<file path="config.mk">
export PLATFORM = sky130hd
export DESIGN_NAME = sqrt_result_stage_flat
export DESIGN_NICKNAME = d
export VERILOG_FILES = /design/src/rtl/sqrt_pkg.sv /design/src/rtl/sqrt_result_stage_if.sv /design/src/rtl/sqrt_shift_add_mul.sv /design/src/rtl/sqrt_result_stage.sv /design/src/flat_wrapper.sv
export SDC_FILE = /design/constraint.sdc
export NUM_CORES = 1
export LEC_CHECK = 0
export BUFFER_PORTS_ARGS = -buffer_cell sky130_fd_sc_hd__buf_2
export CAP_MARGIN = 15
export CORE_MARGIN = 1.5
export CORE_UTILIZATION = 55
export DETAILED_ROUTE_END_ITERATION = 16
export PLACE_DENSITY = 0.76
export SLEW_MARGIN = 30
export SYNTH_ARGS = -nofsm -noshare
export SYNTH_HDL_FRONTEND = slang
export SYNTH_SLANG_ARGS = --single-unit
</file>
<file path="constraint.sdc">
create_clock -name clk -period 11.6 [get_ports clk]
set_input_delay 2.32 -clock clk [delete_from_list [all_inputs] [get_ports clk]]
set_output_delay 2.32 -clock clk [all_outputs]
set_load 0.01 [all_outputs]
</file>
<file path="src/rtl/sqrt_pkg.sv">
// Shared types for the square-root datapath.
// Widths, stage states and the {D, Q, R} result bundle.
package sqrt_pkg;

    localparam int SQRT_W_D = 32;
    localparam int SQRT_W_Q = SQRT_W_D / 2;
    localparam int SQRT_W_R = SQRT_W_Q + 1;

    typedef enum logic [1:0] {
        IDLE,
        MUL,
        CHECK,
        OUT
    } sqrt_stage_state_t;

    typedef struct packed {
        logic [SQRT_W_D-1:0] d;
        logic [SQRT_W_Q-1:0] q;
        logic [SQRT_W_R-1:0] r;
    } sqrt_result_t;

    // Round-to-nearest: (Q+0.5)^2 = Q^2 + Q + 0.25, so R > Q rounds up.
    function automatic logic [SQRT_W_Q:0] sqrt_round(
        input logic [SQRT_W_Q-1:0] q,
        input logic [SQRT_W_R-1:0] r
    );
        logic [SQRT_W_Q:0] q_ext;
        q_ext = {1'b0, q};
        return (r > q_ext) ? q_ext + 1'b1 : q_ext;
    endfunction

endpackage

</file>
<file path="src/rtl/sqrt_result_stage_if.sv">
// Handshake bundle between the sqrt block and the result stage.
// master drives requests and out_ready; slave is the stage.
interface sqrt_result_stage_if #(
    parameter int W_CNT = 16
);
    import sqrt_pkg::*;

    logic                in_valid;
    logic                in_ready;
    logic [SQRT_W_D-1:0] in_d;
    logic [SQRT_W_Q-1:0] in_q;
    logic [SQRT_W_R-1:0] in_r;

    logic                out_valid;
    logic                out_ready;
    logic [SQRT_W_Q:0]   out_q_round;
    logic [SQRT_W_Q-1:0] out_q;
    logic                out_err;
    logic [W_CNT-1:0]    res_count;
    logic [W_CNT-1:0]    err_count;

    modport master (
        output in_valid, in_d, in_q, in_r, out_ready,
        input  in_ready, out_valid, out_q_round, out_q,
        input  out_err, res_count, err_count
    );

    modport slave (
        input  in_valid, in_d, in_q, in_r, out_ready,
        output in_ready, out_valid, out_q_round, out_q,
        output out_err, res_count, err_count
    );

endinterface

</file>
<file path="src/rtl/sqrt_shift_add_mul.sv">
// Iterative shift-add multiplier, one multiplier bit per cycle.
// done is high during the final step; prod is complete after that edge.
module sqrt_shift_add_mul
    import sqrt_pkg::*;
(
    input  logic                  clk,
    input  logic                  rst_n,
    input  logic                  start,
    input  logic [SQRT_W_Q-1:0]   a,
    input  logic [SQRT_W_Q-1:0]   b,
    output logic                  done,
    output logic [2*SQRT_W_Q-1:0] prod
);

    localparam int W_P   = 2 * SQRT_W_Q;
    localparam int CNT_W = $clog2(SQRT_W_Q);

    logic [SQRT_W_Q-1:0] a_q;
    logic [SQRT_W_Q-1:0] b_q;
    logic [CNT_W-1:0]    cnt_q;
    logic                busy_q;
    logic [W_P-1:0]      acc_q;
    logic [W_P-1:0]      addend;

    assign addend = W_P'(b_q) << cnt_q;
    assign done   = busy_q && (cnt_q == CNT_W'(SQRT_W_Q - 1));
    assign prod   = acc_q;

    // Load operands on start, then add one shifted partial product per cycle.
    always_ff @(posedge clk or negedge rst_n) begin
        if (!rst_n) begin
            a_q    <= '0;
            b_q    <= '0;
            cnt_q  <= '0;
            busy_q <= 1'b0;
            acc_q  <= '0;
        end else if (start) begin
            a_q    <= a;
            b_q    <= b;
            cnt_q  <= '0;
            busy_q <= 1'b1;
            acc_q  <= '0;
        end else if (busy_q) begin
            if (a_q[cnt_q]) begin
                acc_q <= acc_q + addend;
            end
            cnt_q <= cnt_q + 1'b1;
            if (done) begin
                busy_q <= 1'b0;
            end
        end
    end

endmodule

</file>
<file path="src/rtl/sqrt_result_stage.sv">
// Checks a captured {D, Q, R} sqrt result, rounds Q, and returns it
// over valid/ready with running result and error counters.
module sqrt_result_stage
    import sqrt_pkg::*;
#(
    parameter int W_CNT = 16
) (
    input  logic              clk,
    input  logic              rst_n,
    sqrt_result_stage_if.slave io
);

    localparam int W_D = SQRT_W_D;
    localparam int W_Q = SQRT_W_Q;

    sqrt_stage_state_t state_q;
    sqrt_stage_state_t state_d;

    sqrt_result_t   res_q;
    logic           accept;
    logic           out_hs;
    logic           mul_done;
    logic [W_D-1:0] prod;

    logic [W_D:0]   sum_ext;
    logic           err_c;
    logic [W_Q:0]   round_c;

    logic [W_Q:0]       q_round_q;
    logic [W_Q-1:0]     q_pass_q;
    logic               err_q;
    logic [W_CNT-1:0]   res_count_q;
    logic [W_CNT-1:0]   err_count_q;

    assign accept = (state_q == IDLE) && io.in_valid;
    assign out_hs = (state_q == OUT) && io.out_ready;

    sqrt_shift_add_mul u_mul (
        .clk   (clk),
        .rst_n (rst_n),
        .start (accept),
        .a     (io.in_q),
        .b     (io.in_q),
        .done  (mul_done),
        .prod  (prod)
    );

    // State register.
    always_ff @(posedge clk or negedge rst_n) begin
        if (!rst_n) begin
            state_q <= IDLE;
        end else begin
            state_q <= state_d;
        end
    end

    // Next-state decode.
    always_comb begin
        state_d = state_q;
        unique case (state_q)
            IDLE:    if (io.in_valid) state_d = MUL;
            MUL:     if (mul_done) state_d = CHECK;
            CHECK:   state_d = OUT;
            OUT:     if (io.out_ready) state_d = IDLE;
            default: state_d = IDLE;
        endcase
    end

    // Capture the upstream result only on the accept edge.
    always_ff @(posedge clk or negedge rst_n) begin
        if (!rst_n) begin
            res_q <= '0;
        end else if (accept) begin
            res_q <= '{d: io.in_d, q: io.in_q, r: io.in_r};
        end
    end

    // Consistency check in 33 bits so Q*Q + R cannot wrap into a match.
    always_comb begin
        sum_ext = {1'b0, prod} + (W_D + 1)'(res_q.r);
        err_c   = (sum_ext != {1'b0, res_q.d})
               || (res_q.r > {res_q.q, 1'b0});
        round_c = sqrt_round(res_q.q, res_q.r);
    end

    // Register check and rounding results; held through OUT.
    always_ff @(posedge clk or negedge rst_n) begin
        if (!rst_n) begin
            q_round_q <= '0;
            q_pass_q  <= '0;
            err_q     <= 1'b0;
        end else if (state_q == CHECK) begin
            q_round_q <= round_c;
            q_pass_q  <= res_q.q;
            err_q     <= err_c;
        end
    end

    // Debug counters: results wrap, errors saturate.
    always_ff @(posedge clk or negedge rst_n) begin
        if (!rst_n) begin
            res_count_q <= '0;
            err_count_q <= '0;
        end else if (out_hs) begin
            res_count_q <= res_count_q + W_CNT'(1);
            if (err_q && (err_count_q != '1)) begin
                err_count_q <= err_count_q + W_CNT'(1);
            end
        end
    end

    assign io.in_ready    = (state_q == IDLE);
    assign io.out_valid   = (state_q == OUT);
    assign io.out_q_round = q_round_q;
    assign io.out_q       = q_pass_q;
    assign io.out_err     = err_q;
    assign io.res_count   = res_count_q;
    assign io.err_count   = err_count_q;

endmodule

</file>
<file path="src/flat_wrapper.sv">
// flat-port wrapper written by rule: the top's interface ports become plain ports
module sqrt_result_stage_flat import sqrt_pkg::*;
#(
    parameter int W_CNT = 16
)
  (clk, rst_n, io_in_valid, io_in_d, io_in_q, io_in_r, io_out_ready, io_in_ready, io_out_valid, io_out_q_round, io_out_q, io_out_err, io_res_count, io_err_count);
  sqrt_result_stage_if #(.W_CNT(W_CNT)) io_i ();
  input  logic clk;
  input  logic rst_n;
  input wire logic [$bits(io_i.in_valid)-1:0] io_in_valid;
  input wire logic [$bits(io_i.in_d)-1:0] io_in_d;
  input wire logic [$bits(io_i.in_q)-1:0] io_in_q;
  input wire logic [$bits(io_i.in_r)-1:0] io_in_r;
  input wire logic [$bits(io_i.out_ready)-1:0] io_out_ready;
  output wire logic [$bits(io_i.in_ready)-1:0] io_in_ready;
  output wire logic [$bits(io_i.out_valid)-1:0] io_out_valid;
  output wire logic [$bits(io_i.out_q_round)-1:0] io_out_q_round;
  output wire logic [$bits(io_i.out_q)-1:0] io_out_q;
  output wire logic [$bits(io_i.out_err)-1:0] io_out_err;
  output wire logic [$bits(io_i.res_count)-1:0] io_res_count;
  output wire logic [$bits(io_i.err_count)-1:0] io_err_count;
  assign io_i.in_valid = io_in_valid;
  assign io_i.in_d = io_in_d;
  assign io_i.in_q = io_in_q;
  assign io_i.in_r = io_in_r;
  assign io_i.out_ready = io_out_ready;
  assign io_in_ready = io_i.in_ready;
  assign io_out_valid = io_i.out_valid;
  assign io_out_q_round = io_i.out_q_round;
  assign io_out_q = io_i.out_q;
  assign io_out_err = io_i.out_err;
  assign io_res_count = io_i.res_count;
  assign io_err_count = io_i.err_count;
  sqrt_result_stage #(.W_CNT(W_CNT)) u_core (.clk(clk), .rst_n(rst_n), .io(io_i));
endmodule
</file>
==> metrics.yaml <==
critical_path:
  critPathRequiredTime_ns: 11.92
  cpPeakStageDelay_ns: 0.79
  critPathTopFamily: "compound AO/OA/AOI/OAI gates"
  path_cells: "mux2i_1 -> mux2_2 -> mux2i_1 -> nand2_1 -> o21ai_0 -> ha_1 -> and4_1 -> and3_1 -> o311ai_1 -> a21oi_1 -> a211oi_1 -> o31ai_1 -> nand2_1 -> a211o_1 -> mux2i_1"
  critical_path_buf_inv_count: 0
  arrival_ns: 4.44
  start_kind: "register"
  path_common_cell: "mux2i_1"
  cp_slowest_cell: "dfrtp_2"
  path_class: "register to register"
  cp-end-kind: "register"
  crit_fanout: 34
global_routing:
  grt_max_degree: 102
  grt.total_usage: 0.297
  grt-ovfl-total: 0
  grt_pass1_vias: 9890
  grt_pass1_wl_um: 52200
  antenna_found_initial: 0
synthesis:
  ys.flop_type: "dfrtp_1"
  syn_nets: 1550
  ys_types: 82
  synth_enable_flop_cells: 0
  syn-instance-count: 1391
  ys_seq_elements: 170
  async_flop_share: 1.00
  ys_seq_area_frac: 0.355
  ys_warn_count: 0
  syn_area_per_cell_um2: 8.62
  synthesis.area_um2: 12000
floorplan:
  die-height_um: 151
  die_area_um2: 22700
  io_pins: 137
  rows: 53
  core_um2: 21200
  die_x_um: 151
  start_util: 0.565
clock_network:
  clockBufferDepth: 2
  clock_latency_ns: 0.44
  hold_buffers: 0
  cts.sink_count: 170
  post_cts_resized: 0
  clkTransAtPathRegs_ns: 0.08
  numCtsBuffers: 17
  cts_setup_buffers: 0
  cts_root_buf: "clkbuf_16"
  cts_tree: "done"
  cts_max_level: 4
timing:
  tns_ns: 0
  setup_violations: 0
  final.min_clock_period_ns: 4.12
  slew_viol_final: 0
  hold_slack_ns: 0.467
  skew_ns: 0.0179
  fmax_mhz: 243
  max-slew-margin-rel: 0.405
  rsz0062_at_grt: "false"
  hold_violations: 0
  fin_ws_ns: 7.48
  period_share: 0.355
  worst_pin_slew_ns: 0.892
final_layout:
  syn2layout_area_growth_pct: 11.9
  fillers: 1820
  diodes: 0
  finish.utilization: 0.632
  drive_above_1_share: 0.158
  final_cell_area_um2: 13400
  fin_cells: 1779
  nNetsFinal: 1650
route:
  wirelength_um: 33500
  drc: 0
  met2WireLength_um: 14800
  post_drt_wl_per_cell_um: 18.9
  route.met3.wl_um: 2250
  met1_length_um: 15400
  firstDrtPassIters: 7
  ant_nets: 0
  num_vias: 10800
  drt_iter0_drc: 839
  routed.top_layer: "met4"
  drt-vias-per-instance: 6.06
power:
  ir_drop_mv: 0.201
  leakage_nw: 6.44
  total_power_mw: 4.53
  power_per_cell_area_nw_per_um2: 337
placed_design:
  port_buffers: 136
  place_ws_ns: 7.31
  dp_cells: 1747
  dp_hpwl_um: 24800
  place_congestion: 0.929
  placed_cell_area_um2: 12800
job:
  maxCapViolCount: 0
min_path:
  hold_path_class: "register to register"
status:
  status: "finished clean"
==> cells in the mapped netlist, types with 8 or more instances <==
cell type | count | area, um2
ha_1 | 88 | 1100
a21oi_1 | 81 | 405
nor2b_1 | 9 | 56.3
mux2_2 | 27 | 304
o21a_1 | 8 | 60.1
a211oi_1 | 18 | 135
and4_1 | 8 | 70.1
xor2_1 | 29 | 254
clkbuf_1 | 33 | 124
nand2_1 | 261 | 980
and3_1 | 14 | 87.6
mux2i_1 | 35 | 350
buf_1 | 12 | 45.0
o21ai_1 | 10 | 50.1
nand3_1 | 38 | 190
nand4_1 | 31 | 194
dfrtp_1 | 170 | 4250
inv_1 | 38 | 143
a21o_1 | 21 | 158
and2_1 | 12 | 75.1
a31oi_1 | 23 | 144
buf_2 | 8 | 40.0
nor2_1 | 124 | 465
nor3_1 | 21 | 105
o21ai_0 | 63 | 315
nor4b_1 | 10 | 87.6
xnor2_1 | 68 | 596
==> placed cells by master, fill, tap and decap left out, drive strengths merged, types with 38 or more instances in the layout <==
cell type and count:
nor2 124, a21oi 82, nand3 38, ha 88, nand2 262, xnor2 68, buf 142, o21ai 73
inv 45, dfrtp 170
==> layout make-up <==
| type | instances | area [um2] | share of cell area |
|---|---|---|---|
| clock inverters | 14 | 170 | 0.0127 |
| well taps | 275 | 344 | 0.0256 |
| flip-flops and latches | 170 | 4260 | 0.317 |
| clock buffers | 18 | 439 | 0.0327 |
| multi-input cells | 1120 | 7310 | 0.545 |
| inverters | 39 | 146 | 0.0109 |
| repair buffers | 143 | 746 | 0.0556 |
==> power breakdown <==
part | total [mW] | switching (mW) | internal [mW]
clock | 0.592 | 0.293 | 0.299
combinational | 2.74 | 1.62 | 1.12
sequential | 1.19 | 0.360 | 0.831
total | 4.53 | 2.28 | 2.25
==> per-layer routing <==
layer | up-vias | global-route usage
li1 | 5155 | -
met1 | 5162 | 0.429
met2 | 390 | 0.451
met3 | 65 | 0.0476
met4 | 0 | 0.104
met5 | - | 0
==> kinds of logic (layout without fill, tap and decap cells) <==
| family | after synthesis | count (layout) | share of synthesized area |
|---|---|---|---|
| AO/OA/AOI/OAI | 298 | 298 | 0.160 |
| buffers and inverters | 101 | 214 | 0.0359 |
| flip-flops | 170 | 170 | 0.355 |
| XOR/XNOR | 97 | 97 | 0.0709 |
| multiplexers | 68 | 68 | 0.0649 |
| adder cells (fa/ha/maj) | 90 | 90 | 0.0952 |
| AND/OR/NAND/NOR | 567 | 567 | 0.219 |
==> flip-flops by register name (all words and copies together), names as in the netlist <==
name,flops
u_core.u_mul.prod,32
u_core.state_q,2
u_core.res_q,65
u_core.io.out_err,1
u_core.io.res_count,16
u_core.io.out_q,16
u_core.io.out_q_round,17
u_core.u_mul.cnt_q,4
u_core.u_mul.busy_q,1
u_core.io.err_count,16
==> worst paths after layout <==
kind / startpoint / to / slack (ns) / cells after the start
max in group asynchronous: rst_n / u_core.u_mul.cnt_q[2]$_DFFE_PN0P_ / 8.51 / 2
min in group asynchronous: rst_n / u_core.u_mul.prod[7]$_DFFE_PN0P_ / 1.96 / 1
hold reg to reg: u_core.io.res_count[15]$_DFFE_PN0P_ / u_core.io.res_count[15]$_DFFE_PN0P_ / 0.47 / 1
hold / removal: u_core.io.res_count[15]$_DFFE_PN0P_ / u_core.io.res_count[15]$_DFFE_PN0P_ / 0.47 / 1
setup reg to reg: u_core.u_mul.cnt_q[1]$_DFFE_PN0P_ / u_core.u_mul.prod[31]$_DFFE_PN0P_ / 7.48 / 15
setup / recovery: u_core.u_mul.cnt_q[1]$_DFFE_PN0P_ / u_core.u_mul.prod[31]$_DFFE_PN0P_ / 7.48 / 15
(Power assumes the default switching activity.)
